[config.mk]
export PLATFORM = sky130hd
export DESIGN_NAME = store_trace_fifo
export DESIGN_NICKNAME = d
export VERILOG_FILES = /design/src/rtl/store_trace_fifo.sv
export SDC_FILE = /design/constraint.sdc
export NUM_CORES = 1
export LEC_CHECK = 0
export CAP_MARGIN = 0
export CORE_UTILIZATION = 35
export DETAILED_ROUTE_END_ITERATION = 10
export GPL_TIMING_DRIVEN = 0
export PLACE_DENSITY = 0.5
export SLEW_MARGIN = 5
export SYNTH_ARGS = -nofsm -noshare
export SYNTH_HDL_FRONTEND = slang
export SYNTH_SLANG_ARGS = --single-unit
[constraint.sdc]
create_clock -name clk -period 6.8 [get_ports clk]
set_clock_uncertainty 0.15 [all_clocks]
set_input_delay 1.02 -clock clk [delete_from_list [all_inputs] [get_ports clk]]
set_output_delay 1.02 -clock clk [all_outputs]
set_load 0.005 [all_outputs]
[src/rtl/store_trace_fifo.sv]
// store_trace_fifo: FWFT trace buffer of retired CPU stores with byte-lane encode and saturating drop counter.
// Define STORE_TRACE_PC_EN to store st_pc per entry and drive it on out_pc.
module store_trace_fifo #(
  parameter int DEPTH = 16,
  parameter int CNT_W = 16
) (
  input  logic                         clk,
  input  logic                         rst,
  input  logic                         st_valid,
  input  logic [31:0]                  st_pc,
  input  logic [31:0]                  st_addr,
  input  logic [31:0]                  st_data,
  input  logic [2:0]                   st_dmtype,
  output logic                         out_valid,
  input  logic                         out_ready,
  output logic [31:0]                  out_pc,
  output logic [31:0]                  out_addr,
  output logic [31:0]                  out_data,
  output logic [3:0]                   out_be,
  output logic                         out_err,
  output logic [$clog2(DEPTH):0]       count,
  output logic                         full,
  output logic                         empty,
  output logic [CNT_W-1:0]             drop_cnt
);
  localparam int AW = $clog2(DEPTH);
  localparam int EW = 30 + 32 + 4 + 1;
  logic [AW:0] wr_ptr, rd_ptr;
  logic [EW-1:0] mem [DEPTH];
  logic [EW-1:0] head;
  logic word, half, byt, err, push, pop, drop;
  logic [3:0] be;
  logic [31:0] data;
  assign word = st_dmtype == 3'd0;
  assign half = st_dmtype == 3'd1 || st_dmtype == 3'd2;
  assign byt  = st_dmtype == 3'd3 || st_dmtype == 3'd4;
  assign err  = st_dmtype > 3'd4 || (word && st_addr[1:0] != 2'd0) || (half && st_addr[0]);
  assign be   = err ? 4'b0000 : word ? 4'b1111 :
                half ? 4'b0011 << {st_addr[1], 1'b0} : 4'b0001 << st_addr[1:0];
  assign data = (err || word) ? st_data :
                half ? {16'b0, st_data[15:0]} << {st_addr[1], 4'b0} :
                {24'b0, st_data[7:0]} << {st_addr[1:0], 3'b0};
  assign full      = count == (AW+1)'(DEPTH);
  assign empty     = count == '0;
  assign out_valid = !empty;
  assign pop       = out_valid && out_ready;
  assign push      = st_valid && (!full || pop);
  assign drop      = st_valid && full && !pop;
  always_ff @(posedge clk)
    if (push) mem[wr_ptr[AW-1:0]] <= {st_addr[31:2], data, be, err};
  assign head     = mem[rd_ptr[AW-1:0]];
  // Head is forced to zero while empty so reset presents all-zero outputs.
  assign out_addr = out_valid ? {head[EW-1:37], 2'b00} : '0;
  assign out_data = out_valid ? head[36:5] : '0;
  assign out_be   = out_valid ? head[4:1] : '0;
  assign out_err  = out_valid ? head[0] : 1'b0;
`ifdef STORE_TRACE_PC_EN
  logic [31:0] pc_mem [DEPTH];
  always_ff @(posedge clk)
    if (push) pc_mem[wr_ptr[AW-1:0]] <= st_pc;
  assign out_pc = out_valid ? pc_mem[rd_ptr[AW-1:0]] : '0;
`else
  logic unused_pc;
  assign unused_pc = ^st_pc;
  assign out_pc = '0;
`endif
  always_ff @(posedge clk or posedge rst)
    if (rst) begin
      wr_ptr   <= '0;
      rd_ptr   <= '0;
      count    <= '0;
      drop_cnt <= '0;
    end else begin
      if (push) wr_ptr <= wr_ptr + (AW+1)'(1);
      if (pop) rd_ptr <= rd_ptr + (AW+1)'(1);
      count <= count + (AW+1)'(push) - (AW+1)'(pop);
      if (drop && !(&drop_cnt)) drop_cnt <= drop_cnt + CNT_W'(1);
    end
endmodule

==> results of run 1 <==
==> cell usage in the layout, fill, tap and decap left out, types with 4 or more instances in the layout <==
| master | Yosys | final |
|---|---|---|
| edfxtp_1 | 1072 | 1072 |
| mux4_2 | 268 | 268 |
| clkdlybuf4s50_1 | 0 | 160 |
| mux2_2 | 144 | 144 |
| clkbuf_16 | 0 | 117 |
| a22o_1 | 91 | 91 |
| clkbuf_1 | 47 | 60 |
| buf_4 | 34 | 41 |
| conb_1 | 1 | 34 |
| clkinv_2 | 0 | 33 |
| clkinv_1 | 0 | 31 |
| buf_12 | 0 | 31 |
| dfrtp_1 | 29 | 29 |
| buf_6 | 23 | 26 |
| buf_2 | 24 | 24 |
| buf_16 | 0 | 21 |
| nand2_1 | 18 | 18 |
| xnor2_1 | 16 | 16 |
| buf_8 | 0 | 15 |
| inv_1 | 14 | 13 |
| nor2_4 | 0 | 12 |
| bufinv_16 | 0 | 12 |
| ha_1 | 11 | 11 |
| xor2_1 | 10 | 10 |
| a21boi_1 | 2 | 10 |
| buf_1 | 8 | 8 |
| a21oi_1 | 8 | 7 |
| nor2_1 | 20 | 6 |
| nand3_1 | 5 | 5 |
| nand4_1 | 5 | 5 |
| and2_1 | 5 | 5 |
| and3_1 | 4 | 4 |
| nand2b_1 | 4 | 4 |
| nor3_4 | 0 | 4 |
==> sequential cells by signal, indices dropped and copies added (netlist names) <==
register	count
count	5
mem	1072
wr_ptr	4
drop_cnt	16
rd_ptr	4
==> synth_stat cells, drive strengths merged, types with 4 or more instances <==
| master | count |
|---|---|
| a22o | 91 |
| edfxtp | 1072 |
| and2 | 5 |
| nor2 | 21 |
| clkbuf | 47 |
| xnor2 | 16 |
| a21boi | 10 |
| and3 | 4 |
| nand4 | 5 |
| mux4 | 268 |
| nor3 | 5 |
| dfrtp | 29 |
| ha | 11 |
| nand2b | 4 |
| xor2 | 10 |
| o21ai | 4 |
| a21oi | 8 |
| inv | 14 |
| nand2 | 18 |
| mux2 | 144 |
| nand3 | 5 |
| buf | 89 |
==> final timing paths <==
check | start | endpoint | slack [ns] | depth (start not counted)
max | count[2]$_DFF_PP0_ | out_data[20] | 0.96 | 9
min | drop_cnt[13]$_DFFE_PP0P_ | drop_cnt[13]$_DFFE_PP0P_ | 0.37 | 1
max reg2reg | count[2]$_DFF_PP0_ | mem[2][60]$_DFFE_PP_ | 3.04 | 10
min reg2reg | drop_cnt[13]$_DFFE_PP0P_ | drop_cnt[13]$_DFFE_PP0P_ | 0.37 | 1
max in group asynchronous | rst | rd_ptr[1]$_DFFE_PP0N_ | 5.33 | 2
min in group asynchronous | rst | drop_cnt[9]$_DFFE_PP0P_ | 0.64 | 2
==> layer usage <==
metal  share of wire  track usage  up-vias
li1                -            -     8830
met1            0.44        0.247    11296
met2            0.49        0.299      639
met3           0.052       0.0254      143
met4           0.020       0.0403        0
met5               0            0        -
==> logic make-up (layout without fill, tap and decap cells) <==
group	Yosys count	in the layout	share of synthesized area
and+or+nand+nor	78	78	0.00938
xor gates and xnor gates	26	26	0.00525
muxes	415	415	0.177
AOI/OAI and AO/OA	128	128	0.0244
adders and majority gates	12	12	0.00364
DFF	1101	1101	0.759
other	1	36	0.0000865
buffers and inverters	150	602	0.0206
==> worst reg2reg max path, delay by kind of cell, from the launching register on <==
| kind | cells | cell delay, ns |
|---|---|---|
| simple gates | 3 | 1.29 |
| fa+ha+maj | 1 | 0.20 |
| compound gates | 1 | 0.54 |
| flops | 1 | 0.37 |
| buf+inv | 5 | 0.89 |
==> final cells by class <==
cell class | count | area [µm²]
diodes | 2 | 5.00
plain buffers | 136 | 841
clock buffers | 131 | 2990
clock inverters | 84 | 739
fillers | 10545 | 69900
inverters | 14 | 52.6
multi-input cells | 693 | 9820
flip-flops and latches | 1101 | 32900
well taps | 1625 | 2030
repair buffers | 237 | 3110
==> metrics by stage <==
stage,worst slack [ns],std cells,cell area [µm²]
6_report,0.961,4023,52500
2_1_floorplan,1.62,1944,43500
5_1_grt,0.713,4021,52500
3_3_place_gp,-3.56,3729,47100
4_1_cts,0.815,4021,52500
3_5_place_dp,1.61,3806,48800
==> power breakdown <==
group | switching (mW) | internal [mW] | total, mW
registers | 0.149 | 8.20 | 8.35
clock network | 2.58 | 3.60 | 6.18
logic | 3.85 | 3.66 | 7.51
==> metrics.yaml, run 1 <==
status: "finished, final reports clean"
ios: 228
syn_area_um2: 43400
row_count: 128
synth-seq-cells: 1101
clk_transition_reported_paths_ns: 0.06
overflow: 0
synth_cell_types: 48
slew_violations: 0
grt_max_degree: 30
max_freq_mhz: 171
yosysWarnings: 0
startpoint_type: "register"
power.leakage_nw: 16.9
power.density_nw_per_um2: 420
synthTopCellsByArea: "edfxtp_1 74%, mux4_2 14%, mux2_2 3.7%"
crit_required_ns: 5.63
final_layout_size_suffix_gt1_frac: 0.321
htreeDepth: 3
critical_path_class: "reg -> out"
cts_root_buf: "clkbuf_16"
initial_core_util: 0.354
finalHoldViolCount: 0
synth_top_flop_cell: "edfxtp_1"
peakVddDrop_mv: 0.237
io_buffer_count: 160
core_area_um2: 122000
period_share: 0.859
worstPathArrival_ns: 4.67
syn_to_final_growth_pct: 21.1
setup_violations: 0
yosys.area.top_type: "edfxtp_1"
chipHeight_um: 354
wl_per_cell_um: 27.8
drt_iter0_drc: 2003
cts_tree: "built"
numCtsBuffers: 114
vias_per_cell: 5.20
cp_num_buf_inv: 5
synth_edf_count: 1072
synthCells: 1911
fp.dieW_um: 354
antenna_found_initial: 8
ant_nets: 0
route.detailed.drc: 0
maxCapViolations: 0
nets: 2412
worst_slew_pin_slew_ns: 1.15
grt_pass1_vias: 22159
gp_congestion: 0.741
post_cts_buffers: 0
syn_avg_cell_area_um2: 22.7
async_flop_share: 0.0263
postCtsHoldBufs: 0
synth.top_cell.area_share: 0.743
power_mw: 22.0
clock_latency_ns: 0.69
clockBufferDepth: 3
grt_first_pass_wirelength_um: 159000
cp_max_fo: 10
vias: 20908
cts_resized: 0
die_area_um2: 125000
fin_setup_tns_ns: 0
rsz0062_at_grt: "no"
relSlewSlack: 0.229
cts.sinks: 1101
path_delay_family: "buffers and inverters"
firstDrtPassIters: 5
post-dp-hpwl_um: 72800
crit_top_cell: "inv_1"
wl_um: 112000
cpPeakStageDelay_ns: 0.81
slowest_stage: "nor2_1"
path_cells: "inv_1 -> ha_1 -> or4b_4 -> inv_1 -> nor2_1 -> buf_2 -> clkbuf_1 -> a22o_1 -> clkdlybuf4s50_1"
crit_path_end_kind: "output pin"
finish.utilization: 0.429
period_minus_slack_ns: 5.84
seq_area_frac_synth: 0.759
min_path_type: "reg -> reg"
track_usage: 0.178
holdWs_ns: 0.367
Power figures use the tool's default switching activity.
==> inputs of run 2 (changes only) <==
Clock period 6.8 ns to 5.1 ns, I/O delays scaled along.
==> run 2 against run 1 <==
Via count fell by 0.17%. Worst setup slack worse by 0.83 ns. Hold slack hardly changed. Clock power rose by 33%. Non-clock buffer count down 2. Sequential share of layout area is essentially flat. Die area unchanged. Largest cell class unchanged. Largest power group unchanged.
==> metrics.yaml, run 2 (synthesis gave the netlist of run 1 again) <==
vias: 20873
period_share: 0.975
status: "finished, final reports clean"
htreeDepth: 3
cts_root_buf: "clkbuf_16"
initial_core_util: 0.354
crit_path_end_kind: "output pin"
relSlewSlack: 0.224
row_count: 128
critical_path_class: "reg -> out"
nFillCells: 10546
vias_per_cell: 5.19
power.density_nw_per_um2: 560
layout_commonest_cell: "edfxtp_1"
final_layout_size_suffix_gt1_frac: 0.324
cts_resized: 6
cts.sinks: 1101
io_buffer_count: 160
peakVddDrop_mv: 0.316
clock_latency_ns: 0.69
grt_first_pass_wirelength_um: 159000
finalHoldViolCount: 0
ant_nets: 0
wl_per_cell_um: 27.8
worstPathArrival_ns: 4.06
firstDrtPassIters: 5
final-seq-area_um2: 32900
track_usage: 0.178
die_area_um2: 125000
syn_to_final_growth_pct: 21.1
core_area_um2: 122000
startpoint_type: "register"
clockBufferDepth: 3
clk_transition_reported_paths_ns: 0.06
max_freq_mhz: 201
largest_reg_flops: 1072
antenna_found_initial: 9
fp.dieW_um: 354
crit_required_ns: 4.18
cp_max_fo: 10
maxCapViolations: 0
placed_cells: 3806
gp_congestion: 0.741
worst_slew_pin_slew_ns: 1.16
power.leakage_nw: 17.0
setup_violations: 0
grt_max_degree: 30
period_minus_slack_ns: 4.97
post_cts_buffers: 0
nets: 2410
chipHeight_um: 354
drt_iter0_drc: 1987
post-place-ws_ns: 0.166
route.detailed.drc: 0
post-dp-hpwl_um: 72800
grt_pass1_vias: 22157
layout_setup_ws_ns: 0.128
rsz0062_at_grt: "no"
final_cell_mix: "1072 x edfxtp_1, 268 x mux4_2, 160 x clkdlybuf4s50_1"
numCtsBuffers: 114
slew_violations: 0
fin_cells: 4021
ios: 228
multi_input_area_um2: 9820
cts_tree: "built"
min_path_type: "reg -> reg"
overflow: 0
postCtsHoldBufs: 0
wl_um: 112000
run 2: path summary, 6_finish.rpt:
check	startpoint	endpoint	slack (ns)	depth (start not counted)
worst min register to register	drop_cnt[13]$_DFFE_PP0P_	drop_cnt[13]$_DFFE_PP0P_	0.37	1
max in group asynchronous	rst	rd_ptr[1]$_DFFE_PP0N_	3.88	2
min in group asynchronous	rst	drop_cnt[9]$_DFFE_PP0P_	0.39	2
worst min-delay path	drop_cnt[13]$_DFFE_PP0P_	drop_cnt[13]$_DFFE_PP0P_	0.37	1
worst max-delay path	rd_ptr[2]$_DFFE_PP0N_	out_data[21]	0.13	7
worst max register to register	count[2]$_DFF_PP0_	mem[2][60]$_DFFE_PP_	1.34	10
run 2: area by class of cell:
cell class | count | share of cell area
clock buffers | 131 | 0.0569
flip-flops and latches | 1101 | 0.627
plain buffers | 134 | 0.0160
diodes | 2 | 0.0000953
repair buffers | 237 | 0.0593
clock inverters | 84 | 0.0141
well taps | 1625 | 0.0387
inverters | 14 | 0.00100
multi-input cells | 693 | 0.187
run 2: power by group:
| group | total (mW) | leakage, nW | switching [mW] | internal [mW] |
|---|---|---|---|---|
| logic | 9.99 | 5.00 | 5.10 | 4.89 |
| clock network | 8.24 | 1.85 | 3.44 | 4.80 |
| registers | 11.2 | 10.1 | 0.226 | 10.9 |
run 2: metal layers:
metal	vias to the layer above	share of wire	track usage
met3	136	0.048	0.0254
li1	8826	-	-
met4	0	0.019	0.0403
met1	11283	0.44	0.247
met2	628	0.49	0.299
met5	-	0	0
run 2: per-stage QoR:
stage | total power [mW] | utilization | hold slack (ns) | area [µm²] | setup TNS, ns
3_3_place_gp | 21.2 | 0.385 | 0.334 | 47100 | -4660.66
2_1_floorplan | 17.1 | - | 0.328 | 43500 | 0
3_5_place_dp | 21.6 | 0.399 | 0.343 | 48800 | 0
6_report | 29.4 | 0.429 | 0.367 | 52500 | 0
4_1_cts | 29.9 | 0.429 | 0.355 | 52500 | 0
5_1_grt | 30.6 | 0.429 | 0.383 | 52500 | 0
run 2: worst max-delay path: stages, from the launching register on:
cell	delay [ns]
dfrtp_1	0.33
buf_2	0.35
buf_2	0.47
buf_1	0.73
mux4_2	0.41
mux2_2	0.28
a22o_1	0.18
clkdlybuf4s50_1	0.59
